==> config.mk <==
export PLATFORM = sky130hd
export DESIGN_NAME = data_mem_bridge
export DESIGN_NICKNAME = d
export VERILOG_FILES = /design/src/rtl/data_mem_bridge.sv
export SDC_FILE = /design/constraint.sdc
export NUM_CORES = 1
export LEC_CHECK = 0
export BUFFER_PORTS_ARGS = -buffer_cell sky130_fd_sc_hd__buf_2
export CAP_MARGIN = 20
export CORE_MARGIN = 2
export CORE_UTILIZATION = 45
export DETAILED_ROUTE_END_ITERATION = 10
export GPL_TIMING_DRIVEN = 0
export PLACE_DENSITY = 0.84
export SLEW_MARGIN = 20
export SYNTH_ARGS = -nofsm -noshare
export SYNTH_HDL_FRONTEND = slang
export SYNTH_SLANG_ARGS = --single-unit
==> constraint.sdc <==
create_clock -name clk -period 4.1 [get_ports clk]
set_input_delay 0.82 -clock clk [delete_from_list [all_inputs] [get_ports clk]]
set_output_delay 0.82 -clock clk [all_outputs]
set_load 0.05 [all_outputs]
==> src/rtl/data_mem_bridge.sv <==
// Core load/store to 32-bit word-bus bridge: lane steering, load formatting and response timeout.
// Optional build macro MISALIGN_CHECK_EN rejects misaligned H/HU/W accesses without a bus request.
module data_mem_bridge #(
  parameter int ADDR_W         = 32,
  parameter int TIMEOUT_CYCLES = 255
) (
  input  logic              clk,
  input  logic              rst,
  input  logic              core_req,
  input  logic              core_we,
  input  logic [ADDR_W-1:0] core_addr,
  input  logic [31:0]       core_wdata,
  input  logic [2:0]        core_size,
  output logic [31:0]       core_rdata,
  output logic              core_stall,
  output logic              misalign_err,
  output logic              bus_err,
  output logic              bus_req_valid,
  input  logic              bus_req_ready,
  output logic [ADDR_W-1:0] bus_addr,
  output logic              bus_we,
  output logic [31:0]       bus_wdata,
  output logic [3:0]        bus_wstrb,
  input  logic              bus_rsp_valid,
  input  logic [31:0]       bus_rdata
);

  localparam int CNT_W = (TIMEOUT_CYCLES < 2) ? 1 : $clog2(TIMEOUT_CYCLES + 1);
  localparam logic [CNT_W-1:0] CNT_LAST = CNT_W'(TIMEOUT_CYCLES - 1);

  typedef enum logic [1:0] {IDLE, REQ, WAIT_RSP, DONE} state_t;
  typedef enum logic [1:0] {SZ_B, SZ_H, SZ_W} kind_t;

  // Unsupported size codes fall through to a full-word access.
  function automatic kind_t f_kind(input logic [2:0] size);
    case (size)
      3'b000, 3'b100: f_kind = SZ_B;
      3'b001, 3'b101: f_kind = SZ_H;
      default:        f_kind = SZ_W;
    endcase
  endfunction

  function automatic logic [3:0] f_wstrb(input logic we, input kind_t kind, input logic [1:0] lo);
    f_wstrb = 4'b0000;
    if (we) begin
      case (kind)
        SZ_B:    f_wstrb = 4'b0001 << lo;
        SZ_H:    f_wstrb = lo[1] ? 4'b1100 : 4'b0011;
        default: f_wstrb = 4'b1111;
      endcase
    end
  endfunction

  function automatic logic [31:0] f_wdata(input kind_t kind, input logic [31:0] wdata);
    case (kind)
      SZ_B:    f_wdata = {4{wdata[7:0]}};
      SZ_H:    f_wdata = {2{wdata[15:0]}};
      default: f_wdata = wdata;
    endcase
  endfunction

  function automatic logic [31:0] f_load(input kind_t kind, input logic uns, input logic [1:0] lo,
                                         input logic [31:0] word);
    logic [7:0]  b;
    logic [15:0] h;
    case (lo)
      2'd0:    b = word[7:0];
      2'd1:    b = word[15:8];
      2'd2:    b = word[23:16];
      default: b = word[31:24];
    endcase
    h = lo[1] ? word[31:16] : word[15:0];
    case (kind)
      SZ_B:    f_load = uns ? {24'h0, b} : {{24{b[7]}}, b};
      SZ_H:    f_load = uns ? {16'h0, h} : {{16{h[15]}}, h};
      default: f_load = word;
    endcase
  endfunction

  state_t           r_state;
  logic [CNT_W-1:0] r_cnt;
  logic             r_we;
  kind_t            r_kind;
  logic             r_uns;
  logic [1:0]       r_lo;
  logic [ADDR_W-1:0] r_bus_addr;
  logic [31:0]      r_bus_wdata;
  logic [3:0]       r_bus_wstrb;
  logic             r_bus_req_valid;
  logic [31:0]      r_rdata;
  logic             r_misalign_err;
  logic             r_bus_err;

  kind_t       w_kind;
  logic        w_misalign;
  logic [31:0] w_load;

  assign w_kind = f_kind(core_size);
  assign w_load = f_load(r_kind, r_uns, r_lo, bus_rdata);

`ifdef MISALIGN_CHECK_EN
  assign w_misalign = ((w_kind == SZ_H) && core_addr[0]) ||
                      ((w_kind == SZ_W) && (core_addr[1:0] != 2'b00));
`else
  assign w_misalign = 1'b0;
`endif

  always_ff @(posedge clk or posedge rst) begin
    if (rst) begin
      r_state         <= IDLE;
      r_cnt           <= '0;
      r_we            <= 1'b0;
      r_kind          <= SZ_B;
      r_uns           <= 1'b0;
      r_lo            <= 2'b00;
      r_bus_addr      <= '0;
      r_bus_wdata     <= '0;
      r_bus_wstrb     <= 4'b0000;
      r_bus_req_valid <= 1'b0;
      r_rdata         <= '0;
      r_misalign_err  <= 1'b0;
      r_bus_err       <= 1'b0;
    end else begin
      r_misalign_err <= 1'b0;
      r_bus_err      <= 1'b0;
      case (r_state)
        IDLE: begin
          if (core_req) begin
            r_we        <= core_we;
            r_kind      <= w_kind;
            r_uns       <= core_size[2];
            r_lo        <= core_addr[1:0];
            r_bus_addr  <= {core_addr[ADDR_W-1:2], 2'b00};
            r_bus_wdata <= f_wdata(w_kind, core_wdata);
            if (w_misalign) begin
              r_bus_wstrb    <= 4'b0000;
              r_misalign_err <= 1'b1;
              if (!core_we) r_rdata <= '0;
              r_state        <= DONE;
            end else begin
              r_bus_wstrb     <= f_wstrb(core_we, w_kind, core_addr[1:0]);
              r_bus_req_valid <= 1'b1;
              r_state         <= REQ;
            end
          end
        end
        REQ: begin
          if (bus_req_ready) begin
            r_bus_req_valid <= 1'b0;
            r_cnt           <= '0;
            if (bus_rsp_valid) begin
              if (!r_we) r_rdata <= w_load;
              r_state <= DONE;
            end else begin
              r_state <= WAIT_RSP;
            end
          end
        end
        WAIT_RSP: begin
          // A response in the final allowed cycle still wins over the abort.
          if (bus_rsp_valid) begin
            r_cnt <= '0;
            if (!r_we) r_rdata <= w_load;
            r_state <= DONE;
          end else if (r_cnt == CNT_LAST) begin
            r_cnt     <= '0;
            r_bus_err <= 1'b1;
            r_rdata   <= '0;
            r_state   <= DONE;
          end else begin
            r_cnt <= r_cnt + CNT_W'(1);
          end
        end
        DONE:    r_state <= IDLE;
        default: r_state <= IDLE;
      endcase
    end
  end

  assign core_stall = !rst && (((r_state == IDLE) && core_req) ||
                               (r_state == REQ) || (r_state == WAIT_RSP));

  assign core_rdata    = r_rdata;
  assign misalign_err  = r_misalign_err;
  assign bus_err       = r_bus_err;
  assign bus_req_valid = r_bus_req_valid;
  assign bus_addr      = r_bus_addr;
  assign bus_we        = r_we;
  assign bus_wdata     = r_bus_wdata;
  assign bus_wstrb     = r_bus_wstrb;

endmodule

== Word level (Yosys, flattened, before mapping) ==
Index checks and enable logic that the tools add are counted.
Cells by class
  $add $sub $neg: 1
  equality and inequality tests: 15
  shift-type cells: 1
  multiplexer cells: 32
  reduce and logical (&&, ||, !) cells: 19
Operators with widths (count)
  32-bit 2-to-1 mux: 7
  32-bit one-hot mux with 2 select lines: 3
  8-bit 2-to-1 mux: 3
  8-bit one-hot mux with 3 select lines: 1
  16-bit 2-to-1 mux: 1
  8-bit one-hot mux with 2 select lines: 1
  8-bit by 1-bit adder with 8-bit output, second input constant: 1
  2-bit by 1-bit == test with 1-bit output, second input constant: 4
  8-bit == test, second input constant: 1
  2-bit zero test: 4
  2-bit 2-to-1 mux: 4
  4-bit 2-to-1 mux: 2
  2-bit one-hot mux with 4 select lines: 1
  4-bit one-hot mux with 2 select lines: 1
  2-bit == test, second input constant: 3
  3-bit == test, second input constant: 2
  1-bit 2-to-1 mux: 6
  2-bit != test, second input constant: 3
  3-bit AND reduction: 2
  2-bit one-hot mux with 2 select lines: 1
  2-bit AND reduction: 2
  4-bit AND reduction: 1
  2-bit nonzero test: 2
  2-bit OR reduction: 2
  8 further kinds: 10
Storage, ports and cells
  register bits: 116
  input port bits: 105
  output and inout port bits: 105
  logic and storage cells: 80

== Longest topological paths before layout ==
Gate-level depths: netlist (run 1).
  depth after elaboration: 8
  depth in mapped cells: 8
  depth with buffers taken out: 6

== Worst setup path before layout (run 1) ==
OpenSTA, ideal clock, no wires.
  kind: input port to output port
  start point: in core_req
  end point: out core_stall
  arrival time: 2.202 ns
  required time: 3.280 ns
  slack: 1.078 ns
  stages: 4
  buffers on the path: 2
  cells stage by stage: nand2_1 > clkbuf_1 > clkbuf_1 > a21oi_1
On the way
  longest elaborated chain between the ends: 4
RTL lines
  from (decl): RTL line 9  | input logic core_req,
  1-bit logical AND: RTL line 180  | assign core_stall = !rst && (((r_state == IDLE) && core_req) ||
  1-bit logical OR: RTL line 180
  1-bit logical OR: RTL line 181  | (r_state == REQ) || (r_state == WAIT_RSP));
  1-bit logical AND: RTL line 180
  to (decl): RTL line 15  | output logic core_stall,
Every way passes these cells.

== Worst setup path in the final report (run 1) ==
  start point: reg r_state[1]
  end point: out core_stall
On the way
  longest elaborated chain between the ends: 5
  elaborated cells on any way between the ends: 7
  those cells by class: eq/ne: 2; reduce/logical: 5
RTL lines
  from (decl): RTL line 80  | state_t r_state;
  from (signal assigned): RTL line 110  | r_state <= IDLE;
  from (signal assigned): RTL line 139  | r_state <= DONE;
  from (signal assigned): RTL line 143  | r_state <= REQ;
  2-bit zero test: RTL line 180
  1-bit logical AND: RTL line 180
  1-bit logical OR: RTL line 180
  1-bit logical OR *: RTL line 181
  1-bit logical AND *: RTL line 180
Every way passes the cells marked *; elsewhere a longest branch is shown, timed or not.

==> impl_summary.log, run 1 <==
[metrics] run status: finished clean
[metrics] Die H: 118 um
[metrics] die boundary width: 118 um
[metrics] dominant register cell in the synthesized netlist: sky130_fd_sc_hd__dfrtp_1
[metrics] DRC violations left: 0
[metrics] TritonCTS Buffers: 17
[metrics] core footprint: 12600 sq um
[metrics] power density over cell area: 936 nW/um^2
[metrics] post-synthesis async set-or-reset flop share: 1.00
[metrics] number of setup violations in the final report: 0
[metrics] clk_skew: 0.00862 ns
[metrics] Vias per Instance: 5.60
[metrics] arrival time worst endpoint: 2.72 ns
[metrics] number of search-and-repair iterations in the first detailed-routing pass: 5
[metrics] Most Frequent Cell on Critical Path: sky130_fd_sc_hd__clkbuf_1
[metrics] violation count after the first detailed-route iteration: 409
[metrics] maximum fanout count along the critical path: 10
[metrics] number of gates resized after CTS: 0
[metrics] post-route worst hold slack: 0.473 ns
[metrics] area share of the largest cell type after synthesis: 0.498
[metrics] Static Leakage: 3.80 nW
[metrics] number of antenna violations at the first check in global routing: 1
[metrics] ratio of final minimum period to clock period: 0.863
[metrics] Max-Cap Viols: 0
[metrics] Synth Instances: 548
[metrics] Tot GR Track Use: 0.241
[metrics] max_slew headroom: 0.355
[metrics] Cell Chain, Critical Path: inv_1, ha_1, nand2_1, clkbuf_1, clkbuf_1, a21oi_1, buf_2
[metrics] first-pass GRT wire length: 26700 um
[metrics] count of pins on the block boundary: 210
[metrics] flip-flop and latch count after synthesis: 116
[metrics] root buffer cell: sky130_fd_sc_hd__clkbuf_16
[metrics] total placed cells including tap cells: 929
[metrics] largest voltage drop on the vdd net: 0.000592 V
[metrics] max incr delay on CP: 0.53 ns
[metrics] largest area contributor in the netlist: sky130_fd_sc_hd__dfrtp_1
[metrics] count of flip-flops with a built-in enable after synthesis: 0
[metrics] CP startpoint kind: flop
[metrics] clock-pin slew on the worst setup and hold paths: 0.06 ns
[metrics] Total Wirelength: 16400 um
[metrics] WP data required: 3.28 ns
[metrics] count of hold-fix buffers inserted at cts: 0
[metrics] number of buffers inserted by post-CTS setup repair: 0
[metrics] top cells by area, synth: sky130_fd_sc_hd__dfrtp_1 50%, sky130_fd_sc_hd__mux2_2 8.3%, sky130_fd_sc_hd__mux2i_1 4.8%
[metrics] Final Hold Viols: 0
[metrics] DP HPWL: 11900 um
[metrics] post-synthesis instance area: 5830 sq um
[metrics] classification of the worst-slack hold path: reg -> reg
[metrics] worst-skew pair later-pin latency: 0.41 ns
[metrics] final standard cell count with taps included and fillers excluded: 962
[metrics] number of cells on the worst hold path: 1
[metrics] maximum operating frequency: 0.283 GHz
[metrics] clock tree from TritonCTS: done
[metrics] Synth top cells by count: 116 x sky130_fd_sc_hd__dfrtp_1, 56 x sky130_fd_sc_hd__nand2_1, 43 x sky130_fd_sc_hd__mux2_2, 43 x sky130_fd_sc_hd__o21ai_0, 28 x sky130_fd_sc_hd__mux2i_1
[metrics] Least-Margin Pin Slew: 0.964 ns
[metrics] Area Growth Syn to Fin: 32.8%
[metrics] Starting Density: 0.462
[metrics] worst reg2reg path depth: 8
[metrics] dominant cell by count in the synthesized netlist: sky130_fd_sc_hd__dfrtp_1
[metrics] shortest clock period the worst path allows after layout: 3.54 ns
[metrics] vias in the first global route: 5385
[metrics] buffer depth of the longest clock path: 2
[metrics] H-tree depth: 4
[metrics] Hold Crit Endpoint: r_cnt[7]
[metrics] FF-to-FF setup slack: 1.66 ns
[metrics] share of synthesized area occupied by flip-flops and latches: 0.498
[metrics] routed length per placed instance: 17.1 um
[metrics] remaining global-route overflow: 0
[metrics] number of warnings issued by yosys: 0
[metrics] Worst R2R End: core_rdata[23]
[metrics] number of buffers inserted by port buffering: 206
[metrics] distinct cell type count after synthesis: 53
[metrics] cell row count: 41
[metrics] total via count in the routed design: 5389
[metrics] area of the die: 13900 sq um
[metrics] Mean Syn Cell Area: 10.6 sq um
[metrics] min-delay src: r_cnt[7]
[metrics] Filler Cell Count: 1123
[metrics] WS Path Type: reg -> out
[metrics] critical path endpoint category: output port
[metrics] Clock Sinks: 116
[metrics] fraction of final layout cells sized beyond drive strength 1: 0.388
[metrics] Detail Route Antenna Nets: 0
[metrics] maximum number of pins on one net before global-route repair: 71
[metrics] Slowest-stage cell, CP: sky130_fd_sc_hd__clkbuf_1
[metrics] nets: 887
[metrics] RR Startpoint: r_state[1]
[metrics] setup repair after global routing missed its margin: no
[metrics] Final Slew Violations: 0
[metrics] placer's final routability congestion estimate: 0.917
-- registers in the layout (all words and copies together) (netlist names) --
name / count
bus_wdata: 32
core_rdata: 32
bus_addr: 30
r_cnt: 8
bus_wstrb: 4
r_kind: 2
r_lo: 2
r_state: 2
bus_err: 1
bus_req_valid: 1
bus_we: 1
r_uns: 1
-- where the power goes --
| part | internal [mW] | switching [mW] |
|---|---|---|
| combinational | 1.08 | 2.71 |
| sequential | 1.62 | 0.278 |
| clock | 1.03 | 0.529 |
-- critical path, delay by kind of cell, from the launching register on --
kind	cells	cell delay (ns)
buf+inv	4	1.30
flops	1	0.39
simple gates	1	0.26
fa+ha+maj	1	0.23
compound gates	1	0.12
-- through the flow --
stage / cell area (sq um) / power (mW) / utilization / TNS [ns] / setup WS [ns]
6_report: 7740 / 7.25 / 0.613 / 0 / 0.563
5_1_grt: 7740 / 7.63 / 0.613 / 0 / 0.279
4_1_cts: 7740 / 7.28 / 0.613 / 0 / 0.443
3_5_place_dp: 7110 / 5.69 / 0.564 / 0 / 0.669
3_3_place_gp: 7080 / 5.61 / 0.561 / -147.00 / -1.27
2_1_floorplan: 5830 / 4.77 / - / 0 / 0.208
-- kinds of logic (layout without fill, tap and decap cells) --
group	after synthesis	after routing	share of synthesized area
multiplexers	73	73	0.137
adder cells (fa/ha/maj)	6	6	0.0129
buffers and inverters	58	297	0.0466
AND/OR/NAND/NOR	130	130	0.114
AO/OA/AOI/OAI	164	164	0.190
flip-flops	116	116	0.498
other	1	4	0.000644
-- final cells by class --
| class | instances | area, sq um | area share |
|---|---|---|---|
| sequential | 116 | 2900 | 0.375 |
| antenna | 1 | 2.50 | 0.000323 |
| timing repair buffer | 207 | 1060 | 0.137 |
| buffer | 42 | 211 | 0.0273 |
| clock buffer | 18 | 439 | 0.0567 |
| tap | 172 | 215 | 0.0278 |
| multi-input combinational | 376 | 2660 | 0.344 |
| inverter | 16 | 65.1 | 0.00841 |
| clock inverter | 14 | 185 | 0.0239 |
-- how the worst max path moves through the flow --
| stage | start | endpoint | slack, ns | cells after the start |
|---|---|---|---|---|
| after detailed placement | core_req | core_stall | 0.67 | 6 |
| after global routing | r_state[1] | core_stall | 0.28 | 7 |
| final | r_state[1] | core_stall | 0.56 | 7 |
| after CTS | r_state[1] | core_stall | 0.44 | 7 |
| after floorplan | rst | bus_addr[10] | 0.21 | 1 |
| after global placement | rst | core_rdata[18] | -1.27 | 2 |
-- per-layer routing --
layer / part of all wire / GRT usage / wire length (um) / vias to the layer above
met1: 0.42 / 0.299 / 6820 / 2633
met3: 0.075 / 0.0761 / 1230 / 25
met5: 0 / 0 / 0 / -
met2: 0.49 / 0.403 / 8090 / 260
li1: - / - / - / 2471
met4: 0.017 / 0.0745 / 278 / 0
-- cells in the final DEF (no fill, tap or decap), types with 6 or more instances in the layout --
cell type                   Yosys  layout
sky130_fd_sc_hd__a21oi_1       27      27
sky130_fd_sc_hd__o22ai_1        8       8
sky130_fd_sc_hd__a32o_1         7       7
sky130_fd_sc_hd__nand2b_1       6       6
sky130_fd_sc_hd__nand3_1       10      10
sky130_fd_sc_hd__clkbuf_1      21      21
sky130_fd_sc_hd__o21ai_0       43      43
sky130_fd_sc_hd__ha_1           6       6
sky130_fd_sc_hd__clkbuf_16      0      17
sky130_fd_sc_hd__a2bb2oi_1      7       7
sky130_fd_sc_hd__a32oi_1       16      16
sky130_fd_sc_hd__mux2i_1       28      28
sky130_fd_sc_hd__nor2_1        17      17
sky130_fd_sc_hd__a31oi_1       17      17
sky130_fd_sc_hd__and2_1         8       8
sky130_fd_sc_hd__a211o_1        7       7
sky130_fd_sc_hd__buf_2          6     212
sky130_fd_sc_hd__o31a_1         7       7
sky130_fd_sc_hd__o31ai_1        9       9
sky130_fd_sc_hd__dfrtp_1      116     116
sky130_fd_sc_hd__buf_1          6       6
sky130_fd_sc_hd__inv_1         15      14
sky130_fd_sc_hd__and3b_1        9       9
sky130_fd_sc_hd__mux2_2        43      43
sky130_fd_sc_hd__nand2_1       56      56
sky130_fd_sc_hd__or3_1          6       6
Power figures use the tool's default switching activity.
==> inputs of run 2 (changes only) <==
Settings changed: CTS_BUF_LIST set to sky130_fd_sc_hd__clkbuf_16.
==> run 2 against run 1 <==
Against the previous run:
- die area unchanged
- non-clock buffer count unchanged
- fmax decreased by 0.48%
==> impl_summary.log, run 2 (synthesis gave the netlist of run 1 again) <==
[metrics] placer's final routability congestion estimate: 0.917 (unchanged)
[metrics] Clock Sinks: 116 (unchanged)
[metrics] die boundary width: 118 um (unchanged)
[metrics] Filler Cell Count: 1125 (+0.18%)
[metrics] shortest clock period the worst path allows after layout: 3.55 ns (+0.0169 ns)
[metrics] area of combinational cells with multiple inputs: 2660 sq um (unchanged)
[metrics] number of setup violations in the final report: 0 (unchanged)
[metrics] ratio of final minimum period to clock period: 0.867 (+0.00413)
[metrics] number of gates resized after CTS: 0 (unchanged)
[metrics] number of buffers inserted by port buffering: 206 (unchanged)
[metrics] maximum number of pins on one net before global-route repair: 71 (unchanged)
[metrics] Total Wirelength: 16400 um (about the same)
[metrics] number of buffers inserted by post-CTS setup repair: 0 (unchanged)
[metrics] Final Slew Violations: 0 (unchanged)
[metrics] DRC violations left: 0 (unchanged)
[metrics] nets: 887 (unchanged)
[metrics] Net Sw Frac: 0.487 (+0.00154)
[metrics] total placed cells including tap cells: 929 (unchanged)
[metrics] largest voltage drop on the vdd net: 0.000592 V (about the same)
[metrics] vias in the first global route: 5376 (-0.17%)
[metrics] cell area after layout: 7730 sq um (-0.13%)
[metrics] DP HPWL: 11900 um (unchanged)
[metrics] clock tree from TritonCTS: done
[metrics] classification of the worst-slack hold path: reg -> reg
[metrics] first-pass GRT wire length: 26700 um (-0.13%)
[metrics] H-tree depth: 4 (unchanged)
[metrics] Max-Cap Viols: 0 (unchanged)
[metrics] maximum operating frequency: 0.281 GHz (-0.48%)
[metrics] maximum fanout count along the critical path: 10 (unchanged)
[metrics] instance area at placement: 7110 sq um (unchanged)
[metrics] area of the die: 13900 sq um (unchanged)
[metrics] Starting Density: 0.462 (unchanged)
[metrics] Int Pwr: 3.71 mW (-0.52%)
[metrics] setup repair after global routing missed its margin: no
[metrics] run status: finished clean
[metrics] final standard cell count with taps included and fillers excluded: 962 (unchanged)
[metrics] TritonCTS Buffers: 17 (unchanged)
[metrics] count of hold-fix buffers inserted at cts: 0 (unchanged)
[metrics] number of search-and-repair iterations in the first detailed-routing pass: 5 (unchanged)
[metrics] fraction of final layout cells sized beyond drive strength 1: 0.387 (-0.00127)
[metrics] Die H: 118 um (unchanged)
[metrics] clock-pin slew on the worst setup and hold paths: 0.06 ns (about the same)
[metrics] max_slew headroom: 0.344 (-0.0105)
[metrics] worst-skew pair later-pin latency: 0.41 ns (about the same)
[metrics] most common cell after layout, fill and taps aside: sky130_fd_sc_hd__buf_2
[metrics] Slowest-stage cell, CP: sky130_fd_sc_hd__clkbuf_1
[metrics] Cell Chain, Critical Path: inv_1, ha_1, nand2_1, clkbuf_1, clkbuf_1, a21oi_1, buf_2
[metrics] Detail Route Antenna Nets: 0 (unchanged)
[metrics] core footprint: 12600 sq um (unchanged)
[metrics] Vias per Instance: 5.60 (about the same)
[metrics] violation count after the first detailed-route iteration: 434 (+6.1%)
[metrics] critical path endpoint category: output port
[metrics] cell row count: 41 (unchanged)
[metrics] post-layout total power: 7.23 mW (-0.22%)
[metrics] clk_skew: 0.00943 ns (+0.000816 ns)
[metrics] Final Hold Viols: 0 (unchanged)
[metrics] number of antenna violations at the first check in global routing: 1 (unchanged)
[metrics] count of pins on the block boundary: 210 (unchanged)
[metrics] Least-Margin Pin Slew: 0.980 ns (+0.0157 ns)
[metrics] leading cell types in the layout, fill and taps excluded: 212 x sky130_fd_sc_hd__buf_2, 116 x sky130_fd_sc_hd__dfrtp_1, 56 x sky130_fd_sc_hd__nand2_1
[metrics] max incr delay on CP: 0.54 ns (about the same)
[metrics] sum of negative setup slack: 0 ns (unchanged)
[metrics] Flop pwr share: 0.263 (about the same)
[metrics] root buffer cell: sky130_fd_sc_hd__clkbuf_16
[metrics] total via count in the routed design: 5387 (-0.037%)
[metrics] relative contribution of the clock network to total power: 0.213 (-0.002)
[metrics] Most Frequent Cell on Critical Path: sky130_fd_sc_hd__clkbuf_1
[metrics] remaining global-route overflow: 0 (unchanged)
[metrics] storage element area: 2900 sq um (unchanged)
[metrics] WS Path Type: reg -> out
[metrics] buffer depth of the longest clock path: 2 (unchanged)
[metrics] Psw: 3.52 mW (about the same)
[metrics] Static Leakage: 3.79 nW (-0.15%)
[metrics] arrival time worst endpoint: 2.73 ns (about the same)
[metrics] routed length per placed instance: 17.1 um (about the same)
[metrics] Area Growth Syn to Fin: 32.7%
[metrics] Tot GR Track Use: 0.241 (-0.000313)
[metrics] CP startpoint kind: flop
[metrics] proportion of power drawn by combinational gates: 0.524 (about the same)
[metrics] power density over cell area: 935 nW/um^2 (about the same)
[metrics] WP data required: 3.28 ns (about the same)
-- run 2: cell count changes in the layout (fill, tap and decap cells not counted), sizes merged --
| cell | delta |
|---|---|
| clkbuf | -1 |
| clkinv | +1 |
-- run 2: critical path: cells and delay by family, from the launching register on --
family,cells,cell delay (ns)
and+or+nand+nor,1,0.26
DFF,1,0.39
buffers and inverters,4,1.31
AOI/OAI and AO/OA,1,0.12
adders and majority gates,1,0.23
-- run 2: cell type report --
type                    instances  area share
repair buffers                207       0.137
plain buffers                  42      0.0274
inverters                      16     0.00842
well taps                     172      0.0278
clock inverters                15      0.0244
multi-input cells             376       0.344
flip-flops and latches        116       0.376
diodes                          1    0.000324
clock buffers                  17      0.0550
-- run 2: final timing paths --
check | from | to | slack [ns] | depth (start not counted)
setup reg to reg | r_state[1] | core_rdata[31] | 1.66 | 8
min in group asynchronous | rst | r_cnt[1] | 0.52 | 2
max in group asynchronous | rst | bus_wdata[17] | 2.93 | 3
hold / removal | r_cnt[7] | r_cnt[7] | 0.47 | 1
hold reg to reg | r_cnt[7] | r_cnt[7] | 0.47 | 1
setup / recovery | r_state[1] | core_stall | 0.55 | 7
-- run 2: through the flow --
| step | setup WS (ns) | util | hold WS (ns) |
|---|---|---|---|
| 3_5_place_dp | 0.669 | 0.564 | 0.465 |
| 6_report | 0.546 | 0.613 | 0.473 |
| 2_1_floorplan | 0.208 | - | 0.443 |
| 5_1_grt | 0.279 | 0.613 | 0.487 |
| 4_1_cts | 0.443 | 0.612 | 0.477 |
| 3_3_place_gp | -1.27 | 0.561 | 0.458 |
-- run 2: power groups by stage --
stage / clock network, mW / registers, mW / logic (mW)
2_1_floorplan: 0 / 3.38 / 1.39
3_3_place_gp: 0 / 1.89 / 3.72
3_5_place_dp: 0 / 1.91 / 3.78
4_1_cts: 1.56 / 1.90 / 3.80
5_1_grt: 1.61 / 1.96 / 4.04
6_report: 1.54 / 1.90 / 3.79
-- run 2: per-layer routing --
metal	up-vias	global-route usage	routed length, um
met4	0	0.0783	318
met3	26	0.0741	1200
li1	2474	-	-
met2	247	0.399	8070
met1	2640	0.301	6850
met5	-	0	0
==> inputs of run 3 (changes only) <==
--- a/config.mk
+++ b/config.mk
@@ -6,4 +6,5 @@
 export NUM_CORES = 1
 export LEC_CHECK = 0
+export ABC_AREA = 1
 export BUFFER_PORTS_ARGS = -buffer_cell sky130_fd_sc_hd__buf_2
 export CAP_MARGIN = 20
==> constraint.sdc (replaced) <==
create_clock -name clk -period 4.1 [get_ports clk]
set_input_delay 0.82 -clock clk [delete_from_list [all_inputs] [get_ports clk]]
set_output_delay 0.82 -clock clk [all_outputs]
set_load 0.02 [all_outputs]
==> run 3 against run 2 <==
Against the previous run:
- worst setup slack better by 0.37 ns
- worst hold slack got worse by 0.020 ns
- flip-flop and latch count unchanged
- clock power decreased by 6%
- register-to-register slack improved by 0.45 ns
- critical path type unchanged
- largest cell class unchanged
==> impl_summary.log, run 3 <==
[metrics] maximum operating frequency: 0.314 GHz (+12%)
[metrics] arrival time worst endpoint: 2.36 ns (-0.37 ns)
[metrics] clk_skew: 0.00722 ns (-0.00221 ns)
[metrics] maximum number of pins on one net before global-route repair: 60 (-15%)
[metrics] top cells by area, synth: sky130_fd_sc_hd__dfrtp_1 49%, sky130_fd_sc_hd__nand2_1 21%, sky130_fd_sc_hd__nor2_1 5.2%
[metrics] number of setup violations in the final report: 0 (unchanged)
[metrics] post-synthesis instance area: 5880 sq um (+0.97%)
[metrics] post-route worst hold slack: 0.453 ns (-0.0197 ns)
[metrics] setup repair after global routing missed its margin: no
[metrics] most common cell after layout, fill and taps aside: sky130_fd_sc_hd__nand2_1
[metrics] area share of the largest cell type after synthesis: 0.493 (-0.00477)
[metrics] core footprint: 12700 sq um (+0.41%)
[metrics] Vias per Instance: 4.93 (-12%)
[metrics] post-synthesis compound-gate area fraction: 0.107 (-0.0839)
[metrics] count of pins on the block boundary: 210 (unchanged)
[metrics] placer's final routability congestion estimate: 0.944 (+2.9%)
[metrics] die boundary width: 118 um (+0.47%)
[metrics] first-pass GRT wire length: 28200 um (+5.9%)
[metrics] remaining global-route overflow: 0 (unchanged)
[metrics] number of buffers inserted by port buffering: 206 (unchanged)
[metrics] Tot GR Track Use: 0.253 (+0.0121)
[metrics] post-layout total power: 6.64 mW (-8.2%)
[metrics] Mean Syn Cell Area: 7.33 sq um (-31%)
[metrics] number of gates resized after CTS: 0 (unchanged)
[metrics] ratio of final minimum period to clock period: 0.776 (-0.0908)
[metrics] power density over cell area: 856 nW/um^2 (-8.5%)
[metrics] number of search-and-repair iterations in the first detailed-routing pass: 4 (-1)
[metrics] worst reg2reg path depth: 10 (+2)
[metrics] total via count in the routed design: 5996 (+11%)
[metrics] clock tree from TritonCTS: done
[metrics] Detail Route Antenna Nets: 0 (unchanged)
[metrics] H-tree depth: 4 (unchanged)
[metrics] Final Slew Violations: 0 (unchanged)
[metrics] WP data required: 3.28 ns (about the same)
[metrics] DRC violations left: 0 (unchanged)
[metrics] Least-Margin Pin Slew: 0.710 ns (-0.270 ns)
[metrics] number of warnings issued by yosys: 0 (unchanged)
[metrics] Die H: 118 um (+0.47%)
[metrics] dominant register cell in the synthesized netlist: sky130_fd_sc_hd__dfrtp_1
[metrics] post-synthesis async set-or-reset flop share: 1.00 (unchanged)
[metrics] Area Growth Syn to Fin: 31.8%
[metrics] number of antenna violations at the first check in global routing: 1 (unchanged)
[metrics] post-synthesis mux area share: 0 (-0.137)
[metrics] Synth Instances: 803 (+47%)
[metrics] count of hold-fix buffers inserted at cts: 0 (unchanged)
[metrics] Starting Density: 0.464 (+0.00257)
[metrics] WS Path Type: reg -> out
[metrics] TritonCTS Buffers: 17 (unchanged)
[metrics] Clock Sinks: 116 (unchanged)
[metrics] largest area contributor in the netlist: sky130_fd_sc_hd__dfrtp_1
[metrics] Filler Cell Count: 1152 (+2.4%)
[metrics] Synth top cells by count: 332 x sky130_fd_sc_hd__nand2_1, 116 x sky130_fd_sc_hd__dfrtp_1, 81 x sky130_fd_sc_hd__nor2_1
[metrics] dominant cell by count in the synthesized netlist: sky130_fd_sc_hd__nand2_1
[metrics] post-placement setup slack: 1.09 ns (+0.420 ns)
[metrics] number of buffers inserted by post-CTS setup repair: 0 (unchanged)
[metrics] area of the die: 14000 sq um (+0.94%)
[metrics] routed length per placed instance: 14.1 um (-18%)
[metrics] flip-flop and latch count after synthesis: 116 (unchanged)
[metrics] fraction of final layout cells sized beyond drive strength 1: 0.268 (-0.118)
[metrics] cell row count: 41 (unchanged)
[metrics] maximum fanout count along the critical path: 10 (unchanged)
[metrics] largest voltage drop on the vdd net: 0.000467 V (-21%)
[metrics] Static Leakage: 4.42 nW (+16%)
[metrics] worst-skew pair later-pin latency: 0.42 ns (about the same)
[metrics] buffer depth of the longest clock path: 2 (unchanged)
[metrics] DP HPWL: 13100 um (+9.3%)
[metrics] root buffer cell: sky130_fd_sc_hd__clkbuf_16
[metrics] count of flip-flops with a built-in enable after synthesis: 0 (unchanged)
[metrics] max_slew headroom: 0.525 (+0.181)
[metrics] share of synthesized area occupied by flip-flops and latches: 0.493 (-0.00477)
[metrics] classification of the worst-slack hold path: in -> async
[metrics] critical path endpoint category: output port
[metrics] distinct cell type count after synthesis: 31 (-42%)
[metrics] area share of fa/ha/maj cells after synthesis: 0.0128 (-0.000123)
[metrics] simple-gate area share of the yosys netlist: 0.316 (+0.203)
[metrics] nets: 1142 (+29%)
[metrics] Max-Cap Viols: 0 (unchanged)
[metrics] combinational family with the most area after synthesis: simple AND/OR/NAND/NOR gates
[metrics] synthesized-area fraction occupied by xor and xnor cells: 0.00447 (+0.00447)
[metrics] FF-to-FF setup slack: 2.11 ns (+0.45 ns)
[metrics] Final Hold Viols: 0 (unchanged)
[metrics] Worst R2R End: core_rdata[9]
[metrics] Total Wirelength: 17100 um (+4.2%)
[metrics] clock-pin slew on the worst setup and hold paths: 0.06 ns (about the same)
[metrics] vias in the first global route: 5795 (+7.8%)
[metrics] slack of the critical path: 0.918 ns (+0.372 ns)
[metrics] leading cell types in the layout, fill and taps excluded: 332 x sky130_fd_sc_hd__nand2_1, 221 x sky130_fd_sc_hd__buf_2, 116 x sky130_fd_sc_hd__dfrtp_1
[metrics] CP startpoint kind: flop
[metrics] violation count after the first detailed-route iteration: 332 (-24%)
[metrics] run status: finished clean
[metrics] RR Startpoint: r_state[1]
[metrics] final cell utilization of the core: 0.612 (-0.000702)
[metrics] shortest clock period the worst path allows after layout: 3.18 ns (-0.372 ns)
## run 3: cell count changes after synthesis, sizes merged, moves of 21 or more
cell | previous run | this run
nand2 | 56 | 335
nor2 | 17 | 91
mux2 | 43 | 0
inv | 15 | 49
a21oi | 27 | 57
mux2i | 29 | 0
nand3 | 11 | 32
## run 3: cell families (layout without fill, tap and decap cells)
group                      after synthesis  after routing
AOI/OAI and AO/OA                      123            123
xor gates and xnor gates                 3              3
adders and majority gates                6              6
buffers and inverters                   90            329
DFF                                    116            116
other                                    1              4
and+or+nand+nor                        464            464
## run 3: per-layer routing
metal  vias to the layer above  track usage  wire [um]
li1                       2981            -          -
met1                      2734        0.311       7030
met2                       251        0.420       8280
met3                        30       0.0811       1490
met4                         0       0.0866        327
met5                         -            0          0
## run 3: metrics by stage
stage / area (sq um) / TNS, ns / std cells
2_1_floorplan: 5890 / 0 / 805
3_3_place_gp: 7140 / -136.76 / 1183
3_5_place_dp: 7170 / 0 / 1184
4_1_cts: 7750 / 0 / 1216
5_1_grt: 7750 / 0 / 1217
6_report: 7750 / 0 / 1217
## run 3: final cells by class
type | count | area (sq um) | share of cell area
repair buffers | 207 | 1060 | 0.137
well taps | 172 | 215 | 0.0278
inverters | 50 | 193 | 0.0249
plain buffers | 40 | 199 | 0.0257
flip-flops and latches | 116 | 2900 | 0.374
clock buffers | 17 | 425 | 0.0549
clock inverters | 15 | 155 | 0.0200
multi-input cells | 599 | 2600 | 0.336
diodes | 1 | 2.50 | 0.000323
## run 3: power breakdown
part	switching, mW	internal [mW]
Clock	0.555	0.895
Sequential	0.295	1.65
Combinational	2.19	1.06
## run 3: how the worst max path moves through the flow
stage / start / endpoint / slack [ns] / depth (start not counted)
6_report: r_state[0] / core_stall / 0.92 / 7
5_1_grt: r_state[0] / core_stall / 0.71 / 7
4_1_cts: r_state[0] / core_stall / 0.89 / 7
3_5_place_dp: core_req / core_stall / 1.09 / 6
3_3_place_gp: rst / bus_addr[20] / -1.19 / 2
2_1_floorplan: rst / bus_addr[10] / 0.21 / 1
## run 3: worst max-delay path, stage by stage, from the launching register on
cell and delay, ns:
sky130_fd_sc_hd__dfrtp_1 0.37, sky130_fd_sc_hd__inv_1 0.09, sky130_fd_sc_hd__ha_1 0.23, sky130_fd_sc_hd__nand2_1 0.14, sky130_fd_sc_hd__clkbuf_1 0.40, sky130_fd_sc_hd__clkbuf_1 0.41, sky130_fd_sc_hd__a31oi_1 0.12, sky130_fd_sc_hd__buf_2 0.18
